===== src/rtl/adder_pkg.sv =====
// Shared types and constants for the serial and parallel adder family.
package adder_pkg;

  typedef enum logic [1:0] {
    IDLE,
    SHIFT,
    DONE
  } adder_state_t;

  localparam int ADDER_DEFAULT_WIDTH = 4;

endpackage


===== src/rtl/bit_serial_adder_if.sv =====
// Operand/result bundle for bit_serial_adder; master drives the request, slave returns status and result.
interface bit_serial_adder_if
  import adder_pkg::*;
#(
  parameter int WIDTH = ADDER_DEFAULT_WIDTH
);

  logic             start;
  logic [WIDTH-1:0] a;
  logic [WIDTH-1:0] b;
  logic             cin;
  logic             busy;
  logic             done;
  logic [WIDTH-1:0] sum;
  logic             cout;

  modport master (
    output start, a, b, cin,
    input  busy, done, sum, cout
  );

  modport slave (
    input  start, a, b, cin,
    output busy, done, sum, cout
  );

endinterface


===== src/rtl/FA.sv =====
// Single-bit full-adder cell, purely combinational.
module FA (
  input  logic a,
  input  logic b,
  input  logic cin,
  output logic s,
  output logic co
);

  assign s  = a ^ b ^ cin;
  assign co = (a & b) | (cin & (a ^ b));

endmodule


===== src/rtl/bit_serial_adder.sv =====
// Serial WIDTH-bit adder: one FA cell fed LSB first, carry held in c_q between bits.
// Result appears WIDTH+1 cycles after an accepted start; start outside IDLE is dropped.
module bit_serial_adder
  import adder_pkg::*;
#(
  parameter int WIDTH = ADDER_DEFAULT_WIDTH
) (
  input  logic                 clk,
  input  logic                 rst,
  bit_serial_adder_if.slave    io
);

  localparam int            CW   = $clog2(WIDTH) + 1;
  localparam logic [CW-1:0] LAST = CW'(WIDTH - 1);

  adder_state_t     state;
  logic [WIDTH-1:0] a_sr;
  logic [WIDTH-1:0] b_sr;
  logic [WIDTH-1:0] sum_sr;
  logic [WIDTH-1:0] sum_nxt;
  logic [WIDTH-1:0] sum_q;
  logic [CW-1:0]    cnt;
  logic             c_q;
  logic             cout_q;
  logic             busy_q;
  logic             done_q;
  logic             s;
  logic             co;

  FA u_fa (
    .a   (a_sr[0]),
    .b   (b_sr[0]),
    .cin (c_q),
    .s   (s),
    .co  (co)
  );

  // New sum bit enters at the MSB; written this way so WIDTH=1 needs no special case.
  always_comb begin
    sum_nxt            = sum_sr >> 1;
    sum_nxt[WIDTH-1]   = s;
  end

  always_ff @(posedge clk) begin
    if (rst) begin
      state  <= IDLE;
      a_sr   <= '0;
      b_sr   <= '0;
      sum_sr <= '0;
      sum_q  <= '0;
      cnt    <= '0;
      c_q    <= 1'b0;
      cout_q <= 1'b0;
      busy_q <= 1'b0;
      done_q <= 1'b0;
    end else begin
      case (state)
        IDLE: begin
          if (io.start) begin
            a_sr   <= io.a;
            b_sr   <= io.b;
            c_q    <= io.cin;
            cnt    <= '0;
            busy_q <= 1'b1;
            state  <= SHIFT;
          end
        end
        SHIFT: begin
          a_sr   <= a_sr >> 1;
          b_sr   <= b_sr >> 1;
          sum_sr <= sum_nxt;
          c_q    <= co;
          cnt    <= cnt + 1'b1;
          if (cnt == LAST) begin
            sum_q  <= sum_nxt;
            cout_q <= co;
            done_q <= 1'b1;
            state  <= DONE;
          end
        end
        DONE: begin
          done_q <= 1'b0;
          busy_q <= 1'b0;
          state  <= IDLE;
        end
        default: state <= IDLE;
      endcase
    end
  end

  assign io.busy = busy_q;
  assign io.done = done_q;
  assign io.sum  = sum_q;
  assign io.cout = cout_q;

endmodule


===== src/flat_wrapper.sv =====
// flat-port wrapper written by rule: the top's interface ports become plain ports
module bit_serial_adder_flat import adder_pkg::*;
#(
  parameter int WIDTH = ADDER_DEFAULT_WIDTH
)
  (clk, rst, io_start, io_a, io_b, io_cin, io_busy, io_done, io_sum, io_cout);
  bit_serial_adder_if #(.WIDTH(WIDTH)) io_i ();
  input  logic clk;
  input  logic rst;
  input wire logic [$bits(io_i.start)-1:0] io_start;
  input wire logic [$bits(io_i.a)-1:0] io_a;
  input wire logic [$bits(io_i.b)-1:0] io_b;
  input wire logic [$bits(io_i.cin)-1:0] io_cin;
  output wire logic [$bits(io_i.busy)-1:0] io_busy;
  output wire logic [$bits(io_i.done)-1:0] io_done;
  output wire logic [$bits(io_i.sum)-1:0] io_sum;
  output wire logic [$bits(io_i.cout)-1:0] io_cout;
  assign io_i.start = io_start;
  assign io_i.a = io_a;
  assign io_i.b = io_b;
  assign io_i.cin = io_cin;
  assign io_busy = io_i.busy;
  assign io_done = io_i.done;
  assign io_sum = io_i.sum;
  assign io_cout = io_i.cout;
  bit_serial_adder #(.WIDTH(WIDTH)) u_core (.clk(clk), .rst(rst), .io(io_i));
endmodule

===== config.mk =====
export PLATFORM = sky130hd
export DESIGN_NAME = bit_serial_adder_flat
export DESIGN_NICKNAME = d
export VERILOG_FILES = /design/src/rtl/adder_pkg.sv /design/src/rtl/bit_serial_adder_if.sv /design/src/rtl/FA.sv /design/src/rtl/bit_serial_adder.sv /design/src/flat_wrapper.sv
export SDC_FILE = /design/constraint.sdc
export NUM_CORES = 1
export LEC_CHECK = 0
export CELL_PAD_IN_SITES_DETAIL_PLACEMENT = 1
export CELL_PAD_IN_SITES_GLOBAL_PLACEMENT = 1
export CORE_ASPECT_RATIO = 0.5
export CORE_MARGIN = 4
export CORE_UTILIZATION = 40
export CTS_BUF_LIST = sky130_fd_sc_hd__clkbuf_8
export DETAILED_ROUTE_END_ITERATION = 8
export PLACE_DENSITY = 0.8
export SYNTH_ARGS = -nofsm -noshare
export SYNTH_HDL_FRONTEND = slang
export SYNTH_HIERARCHICAL = 1
export SYNTH_SLANG_ARGS = --single-unit

===== constraint.sdc =====
create_clock -name clk -period 2.3 [get_ports clk]
set_input_delay 0.46 -clock clk [delete_from_list [all_inputs] [get_ports clk]]
set_output_delay 0.46 -clock clk [all_outputs]
set_load 0.03 [all_outputs]

==> run_results.csv, run 1 <==
group,metric,value,unit
synthesis,yosysTopAreaCellShare,0.460,
pwr,p_per_area,670,nW/µm²
synthesis,synth_area_leaders,"dfxtp_1, a211oi_2, mux2i_1, nor2_1, a21oi_1",
timing,fmax,571,MHz
global_route,grt_pass1_wl,3.41,mm
synthesis,synth_cell_type_count,26,
worst_setup_path,start_kind,"flip-flop",
place,place_inst,151,
routing,drt_iter0_markers,11,
global_route,antenna_found_initial,0,
min_path,whs_path_depth,2,
synthesis,ys_warn_count,6,
pwr,ir_drop,0.266,mV
worst_setup_path,path_cells,"clkdlybuf4s50_1",
clock_tree,root_buffer,"clkbuf_8",
synthesis,syn_inst,101,
clock_tree,cts_tree,"yes",
synthesis,synth.most_common_cell,"dfxtp_1",
floorplanning,die_w,80.2,µm
clock_tree,cts_htree_levels,1,
synthesis,avgSynthCellArea,10.3,µm²
worst_setup_path,critical_path_class,"reg2out",
worst_setup_path,required,1840,ps
routing,viasPerCell,4.87,
worst_setup_path,arrival,1290,ps
clock_tree,hold_buffers,0,
worst_setup_path,cp_num_buf_inv,1,
synthesis,synth_common_cells,"dfxtp_1, nor2_1, mux2i_1, a211oi_2, a21oi_1",
synthesis,synth_area_leader_cell,"dfxtp_1",
global_route,track_usage,0.129,
layout,final_net_count,136,
min_path,hold_start,"u_core/io.cout$_SDFFE_PP0P_",
routing,drc,0,
min_path,hp-class,"reg2reg",
synthesis,synth_seq_cells,24,
synthesis,yosysSeqAreaShare,0.460,
clock_tree,cts_sinks,24,
status,status,"finished clean",
place,pre_cts_slack,655,ps
floorplanning,start_util,0.446,
routing,vias,755,
timing,finalClockSkew,3.60,ps
pwr,power,0.867,mW
global_route,grt_max_degree,25,
worst_setup_path,cp_max_fo,2,
worst_setup_path,crit_family,"buffers and inverters",
layout,multi_input_area,509,µm²
layout,syn_to_final_growth,24.1,%
synthesis,synth_nets,116,
timing,min_period_over_period,0.761,
routing,wl_per_cell,13.2,µm
worst_setup_path,cp_slowest_cell,"clkdlybuf4s50_1",
worst_setup_path,r2r_start,"u_core/cnt[0]$_SDFFE_PP0P_",
layout,post-route-util,0.553,
timing,slew-limit-headroom,0.633,
layout,layout-drive-gt1-share,0.167,
pwr,power.leakage,0.479,nW
worst_setup_path,slowest_delay,680,ps
layout,diodes,0,
timing,slew_violations,0,
synthesis,synth-edff-count,0,
timing,grt_setup_unrepaired,"no",
clock_tree,post_cts_buffers,0,
min_path,whs_endpoint,"u_core/io.cout$_SDFFE_PP0P_",
clock_tree,cts_buffer_depth,2,
global_route,grt_pass1_vias,739,
place,routabilityCongestion,0.692,
timing,setup_ws,550,ps
floorplanning,rows,12,
clock_tree,cts_buffers,3,
timing,finalSetupViolations,0,
clock_tree,clk_latency,270,ps
timing,hold_violations,0,
place,post-dp-hpwl,1.41,mm
worst_setup_path,end_kind,"primary output",
clock_tree,post_cts_resized,0,
global_route,overflow,0,
layout,fill_cells,271,
floorplanning,die-height,44.1,µm
synthesis,async_reset_ff_frac,0,
floorplanning,core,2340,µm²
timing,tns,0,ps
clock_tree,clk_pin_slew_worst_paths,80,ps
worst_setup_path,ff2ff_path_depth,5,
layout,regArea,480,µm²
timing,worstMarginPinSlew,549,ps
synthesis,syn_area,1040,µm²
routing,ant_nets,0,
worst_setup_path,r2r-end,"u_core/io.sum[3]$_SDFFE_PP0P_",
place,io_buffers,18,
routing,firstDrtPassIters,3,
routing,totalWireLength,2.04,mm
floorplanning,die_area,3540,µm²
floorplanning,ios,19,
layout,final_cells,155,
job,maxCapViolCount,0,
worst_setup_path,r2r_slack,940,ps
timing,fin_crit,1750,ps
synthesis,synth-main-ff-cell,"dfxtp_1",
==> metal layers <==
layer | share of wire | wire [µm] | vias to the layer above | global-route usage
met5 | 0 | 0 | - | 0
met3 | 0.046 | 94 | 5 | 0.0528
li1 | - | - | 390 | -
met4 | 0.022 | 44 | 0 | 0.0707
met2 | 0.42 | 859 | 12 | 0.194
met1 | 0.51 | 1040 | 348 | 0.160
==> placed cells by master, fill, tap and decap left out, types with 3 or more instances in the layout <==
cell	count
inv_1	3
a22oi_1	4
nor2_1	15
a21oi_1	7
dfxtp_1	24
clkbuf_8	4
a211oi_2	8
nand3_1	5
nand2_1	5
mux2i_1	10
clkdlybuf4s50_1	18
==> sequential cells by signal, summed over array words and instances (netlist names) <==
register        count
u_core/state        2
u_core/io.cout      1
u_core/io.done      1
u_core/c_q          1
u_core/io.sum       4
u_core/sum_sr       3
u_core/io.busy      1
u_core/a_sr         4
u_core/cnt          3
u_core/b_sr         4
==> layout make-up <==
class,instances,share of cell area
multi-input combinational,69,0.393
tap,35,0.0338
inverter,3,0.00870
clock buffer,4,0.0425
sequential,24,0.371
timing repair buffer,20,0.151
==> metrics by stage <==
| stage | instance area (µm²) | hold slack (ps) |
|---|---|---|
| finish | 1290 | 463 |
| global route | 1290 | 476 |
| CTS | 1290 | 469 |
| detailed placement | 1240 | 451 |
| global placement | 1240 | 445 |
| floorplan | 1040 | 443 |
==> how the worst max path moves through the flow <==
stage | startpoint | to | slack [ps] | depth (start not counted)
6_report | u_core/io.busy$_SDFFE_PP0P_ | io_busy | 550 | 1
5_1_grt | u_core/io.sum[0]$_SDFFE_PP0P_ | io_sum[0] | 510 | 1
4_1_cts | u_core/io.busy$_SDFFE_PP0P_ | io_busy | 530 | 1
3_5_place_dp | io_start | u_core/c_q$_SDFFE_PP0P_ | 650 | 4
3_3_place_gp | io_start | u_core/b_sr[0]$_SDFFE_PP0P_ | 690 | 4
2_1_floorplan | u_core/cnt[0]$_SDFFE_PP0P_ | u_core/io.sum[0]$_SDFFE_PP0P_ | 1140 | 5
==> where the power goes <==
part           total [mW]  switching (mW)  internal [mW]
clock               0.287           0.135          0.153
combinational       0.128          0.0655         0.0628
sequential          0.451          0.0143          0.437
==> kinds of logic (layout without fill, tap and decap cells) <==
family,after synthesis,in the layout,synth area share
buffers and inverters,8,27,0.0515
AND/OR/NAND/NOR,35,35,0.168
AO/OA/AOI/OAI,21,21,0.181
flip-flops,24,24,0.460
multiplexers,10,10,0.0959
adder cells (fa/ha/maj),3,3,0.0432
No activity file was read; power rests on OpenSTA's default activity.
==> run 2: changes to the inputs <==
==> constraint.sdc (replaced) <==
create_clock -name clk -period 1.8 [get_ports clk]
set_input_delay 0.36 -clock clk [delete_from_list [all_inputs] [get_ports clk]]
set_output_delay 0.36 -clock clk [all_outputs]
set_load 0.03 [all_outputs]
==> run_results.csv, run 2 (synthesis results as in run 1) <==
group,metric,value,unit
routing,viasPerCell,4.96,
routing,ant_nets,0,
min_path,whs_endpoint,"u_core/io.sum[2]$_SDFFE_PP0P_",
routing,totalWireLength,2.10,mm
floorplanning,die_area,3540,µm²
min_path,whs_path_depth,2,
routing,wl_per_cell,13.5,µm
worst_setup_path,crit_family,"buffers and inverters",
worst_setup_path,cp_max_fo,2,
worst_setup_path,r2r-end,"u_core/io.cout$_SDFFE_PP0P_",
place,post-dp-hpwl,1.51,mm
worst_setup_path,end_kind,"primary output",
layout,final_cells,155,
place,routabilityCongestion,0.684,
timing,grt_setup_unrepaired,"no",
worst_setup_path,cp_num_buf_inv,1,
worst_setup_path,r2r_start,"u_core/cnt[0]$_SDFFE_PP0P_",
worst_setup_path,ff2ff_path_depth,5,
place,io_buffers,18,
timing,slew_violations,0,
floorplanning,start_util,0.446,
clock_tree,post_cts_resized,0,
min_path,hp-class,"reg2reg",
global_route,antenna_found_initial,0,
pwr,clkPwrFrac,0.329,
pwr,p_per_area,854,nW/µm²
routing,firstDrtPassIters,3,
timing,finalClockSkew,1.12,ps
job,maxCapViolCount,0,
worst_setup_path,cp_slowest_cell,"clkdlybuf4s50_1",
pwr,power.switching,0.272,mW
pwr,combPwrFrac,0.149,
layout,layout_commonest_cell,"dfxtp_1",
clock_tree,post_cts_buffers,0,
timing,slew-limit-headroom,0.661,
status,status,"finished clean",
worst_setup_path,r2r_slack,430,ps
pwr,pwr-share-seq,0.522,
clock_tree,hold_buffers,0,
clock_tree,cts_htree_levels,1,
min_path,hold_start,"u_core/io.sum[2]$_SDFFE_PP0P_",
layout,post-route-util,0.553,
place,place_inst,151,
worst_setup_path,path_cells,"clkdlybuf4s50_1",
timing,tns,0,ps
timing,hold_violations,0,
floorplanning,die-height,44.1,µm
timing,fin_crit,1640,ps
global_route,grt_pass1_vias,782,
clock_tree,cts_tree,"yes",
clock_tree,root_buffer,"clkbuf_8",
layout,layout-drive-gt1-share,0.167,
routing,drt_iter0_markers,30,
timing,finalSetupViolations,0,
worst_setup_path,start_kind,"flip-flop",
clock_tree,clk_latency,260,ps
pwr,p_sw_frac,0.246,
layout,final_cell_mix,"dfxtp_1, clkdlybuf4s50_1, nor2_1, mux2i_1, a211oi_2",
worst_setup_path,critical_path_class,"reg2out",
routing,drc,0,
worst_setup_path,required,1440,ps
global_route,track_usage,0.138,
timing,fmax,611,MHz
floorplanning,core,2340,µm²
global_route,grt_max_degree,25,
layout,syn_to_final_growth,24.1,%
floorplanning,ios,19,
floorplanning,rows,12,
clock_tree,cts_buffer_depth,2,
global_route,overflow,0,
clock_tree,cts_buffers,3,
pwr,ir_drop,0.340,mV
layout,final_net_count,136,
worst_setup_path,arrival,1280,ps
global_route,grt_pass1_wl,3.64,mm
timing,worstMarginPinSlew,506,ps
clock_tree,clk_pin_slew_worst_paths,80,ps
floorplanning,die_w,80.2,µm
clock_tree,cts_sinks,24,
timing,min_period_over_period,0.909,
pwr,power.leakage,0.479,nW
routing,vias,769,
pwr,power.internal,0.834,mW
worst_setup_path,slowest_delay,670,ps
layout,diodes,0,
[run 2: worst max path at each step]
stage,start,endpoint,slack [ps],depth (start not counted)
2_1_floorplan,u_core/cnt[0]$_SDFFE_PP0P_,u_core/io.sum[0]$_SDFFE_PP0P_,640,5
3_3_place_gp,io_start,u_core/a_sr[2]$_SDFFE_PP0P_,300,4
3_5_place_dp,io_start,u_core/b_sr[0]$_SDFFE_PP0P_,230,4
4_1_cts,u_core/io.busy$_SDFFE_PP0P_,io_busy,150,1
5_1_grt,u_core/io.busy$_SDFFE_PP0P_,io_busy,100,1
6_report,u_core/io.busy$_SDFFE_PP0P_,io_busy,160,1
[run 2: power by group through the flow]
stage                     clock network (mW)  registers (mW)  logic (mW)
final                                  0.364           0.577       0.165
after floorplan                            0           0.591       0.115
after detailed placement                   0           0.590       0.166
after global routing                   0.405           0.582       0.184
after global placement                     0           0.588       0.162
after CTS                              0.375           0.578       0.168
[run 2: metrics by stage]
step / cell area [µm²] / setup WS [ps] / power, mW / hold slack (ps)
after floorplan: 1040 / 638 / 0.706 / 425
after global placement: 1240 / 297 / 0.751 / 444
after detailed placement: 1240 / 232 / 0.757 / 447
after CTS: 1290 / 147 / 1.12 / 459
after global routing: 1290 / 103 / 1.17 / 492
final: 1290 / 164 / 1.11 / 457
[run 2: routing by layer]
metal	track usage	routed length [µm]	vias up	share of wire
met5	0	0	-	0
met4	0.0606	10	0	0.0048
met3	0.0528	89	2	0.042
met2	0.235	1020	13	0.49
met1	0.158	977	364	0.47
li1	-	-	390	-
[run 2: area by class of cell]
type | instances | area (µm²)
repair buffers | 20 | 195
inverters | 3 | 11.3
fillers | 271 | 1050
flip-flops and latches | 24 | 480
clock buffers | 4 | 55.1
multi-input cells | 69 | 509
well taps | 35 | 43.8
==> run 3: changes to the inputs <==
--- a/config.mk
+++ b/config.mk
@@ -12,7 +12,9 @@
 export CORE_UTILIZATION = 40
 export CTS_BUF_LIST = sky130_fd_sc_hd__clkbuf_8
 export DETAILED_ROUTE_END_ITERATION = 8
+export GPL_TIMING_DRIVEN = 1
 export PLACE_DENSITY = 0.8
+export SETUP_SLACK_MARGIN = 0.4
 export SYNTH_ARGS = -nofsm -noshare
 export SYNTH_HDL_FRONTEND = slang
 export SYNTH_HIERARCHICAL = 1
==> run_results.csv, run 3 (synthesis results as in run 1) <==
group,metric,value,unit
worst_setup_path,cp_num_buf_inv,1,
clock_tree,cts_sinks,24,
layout,final_cell_mix,"dfxtp_1, nor2_1, clkdlybuf4s50_1, mux2i_1, a211oi_2",
clock_tree,clk_pin_slew_worst_paths,80,ps
global_route,grt_pass1_vias,782,
timing,worstMarginPinSlew,352,ps
worst_setup_path,critical_path_class,"reg2out",
timing,finalSetupViolations,0,
worst_setup_path,end_kind,"primary output",
clock_tree,post_cts_buffers,0,
layout,layout-drive-gt1-share,0.175,
min_path,hp-class,"reg2reg",
worst_setup_path,r2r_start,"u_core/state[0]$_SDFFE_PP0P_",
worst_setup_path,required,1440,ps
global_route,overflow,0,
global_route,grt_max_degree,25,
routing,wl_met2,1.02,mm
timing,min_period_over_period,0.755,
clock_tree,cts_buffer_depth,2,
floorplanning,die_w,80.2,µm
routing,dr_wl_met3,89,µm
pwr,ir_drop,0.330,mV
worst_setup_path,start_kind,"flip-flop",
worst_setup_path,path_depth,1,
global_route,grt_pass1_wl,3.64,mm
layout,regArea,480,µm²
timing,grt_setup_unrepaired,"yes",
clock_tree,clk_latency,260,ps
worst_setup_path,arrival,1000,ps
min_path,whs_path_depth,2,
floorplanning,die_area,3540,µm²
routing,ant_nets,0,
floorplanning,die-height,44.1,µm
global_route,track_usage,0.138,
routing,totalWireLength,2.15,mm
worst_setup_path,r2r_slack,510,ps
timing,slew_violations,0,
routing,drt-met1-wl,1.00,mm
routing,drt_iter0_markers,23,
timing,slew-limit-headroom,0.765,
worst_setup_path,cp_max_fo,2,
floorplanning,rows,12,
layout,syn_to_final_growth,25.4,%
worst_setup_path,slowest_delay,400,ps
status,status,"finished clean",
pwr,power.leakage,0.524,nW
layout,diodes,0,
timing,hold_violations,0,
place,post-dp-hpwl,1.51,mm
routing,wl_per_cell,13.9,µm
clock_tree,cts_htree_levels,1,
worst_setup_path,ff2ff_path_depth,4,
timing,finalHoldWorstSlack,455,ps
worst_setup_path,path_cells,"dlygate4sd2_1",
worst_setup_path,crit_family,"buffers and inverters",
floorplanning,ios,19,
layout,multi_input_area,526,µm²
routing,vias,775,
routing,top_layer_used,"met4",
timing,finalClockSkew,1.53,ps
layout,layout_commonest_cell,"dfxtp_1",
timing,fin_crit,1360,ps
clock_tree,cts_tree,"yes",
layout,final_net_count,136,
clock_tree,cts_buffers,3,
timing,tns,0,ps
floorplanning,start_util,0.446,
routing,drc,0,
layout,fill_cells,271,
routing,viasPerCell,5.00,
pwr,p_per_area,846,nW/µm²
job,maxCapViolCount,0,
clock_tree,root_buffer,"clkbuf_8",
routing,firstDrtPassIters,4,
worst_setup_path,cp-startpoint,"u_core/io.sum[0]$_SDFFE_PP0P_",
place,routabilityCongestion,0.684,
min_path,hold_start,"u_core/io.sum[2]$_SDFFE_PP0P_",
timing,fmax,736,MHz
global_route,antenna_found_initial,0,
worst_setup_path,cp_slowest_cell,"dlygate4sd2_1",
place,io_buffers,18,
floorplanning,core,2340,µm²
## run 3: area by class of cell
cell class                      count  share of cell area
Multi-Input combinational cell     69               0.402
Tap cell                           35              0.0335
Clock buffer                        4              0.0421
Sequential cell                    24               0.367
Inverter                            3             0.00860
Timing Repair Buffer               20               0.147
## run 3: through the flow
step	area, µm²	instances	utilization	total power, mW	setup WS (ps)
after floorplan	1040	101	-	0.706	638
after detailed placement	1240	151	0.529	0.757	232
after CTS	1290	155	0.549	1.12	417
final	1310	155	0.559	1.11	441
after global placement	1240	151	0.529	0.751	297
after global routing	1310	155	0.559	1.18	389
## run 3: where the power goes
| part | switching [mW] | internal [mW] | leakage, nW |
|---|---|---|---|
| clock network | 0.167 | 0.195 | 0.0288 |
| logic | 0.0864 | 0.0809 | 0.299 |
| registers | 0.0188 | 0.559 | 0.196 |
| total | 0.273 | 0.835 | 0.524 |
## run 3: path summary, 6_finish.rpt
path                                   end
min reg2reg  u_core/io.sum[2]$_SDFFE_PP0P_
min          u_core/io.sum[2]$_SDFFE_PP0P_
max                              io_sum[0]
max reg2reg    u_core/b_sr[0]$_SDFFE_PP0P_
## run 3: layer usage
metal | global-route usage | vias up
li1 | - | 389
met1 | 0.158 | 371
met2 | 0.235 | 11
met3 | 0.0528 | 4
met4 | 0.0606 | 0
met5 | 0 | -
## run 3: timing repair
action                     4_1_cts  5_1_grt
resized for setup                7        8
hold endpoints to repair         0        0
setup endpoints to repair        7       12
hold buffers                     0        0
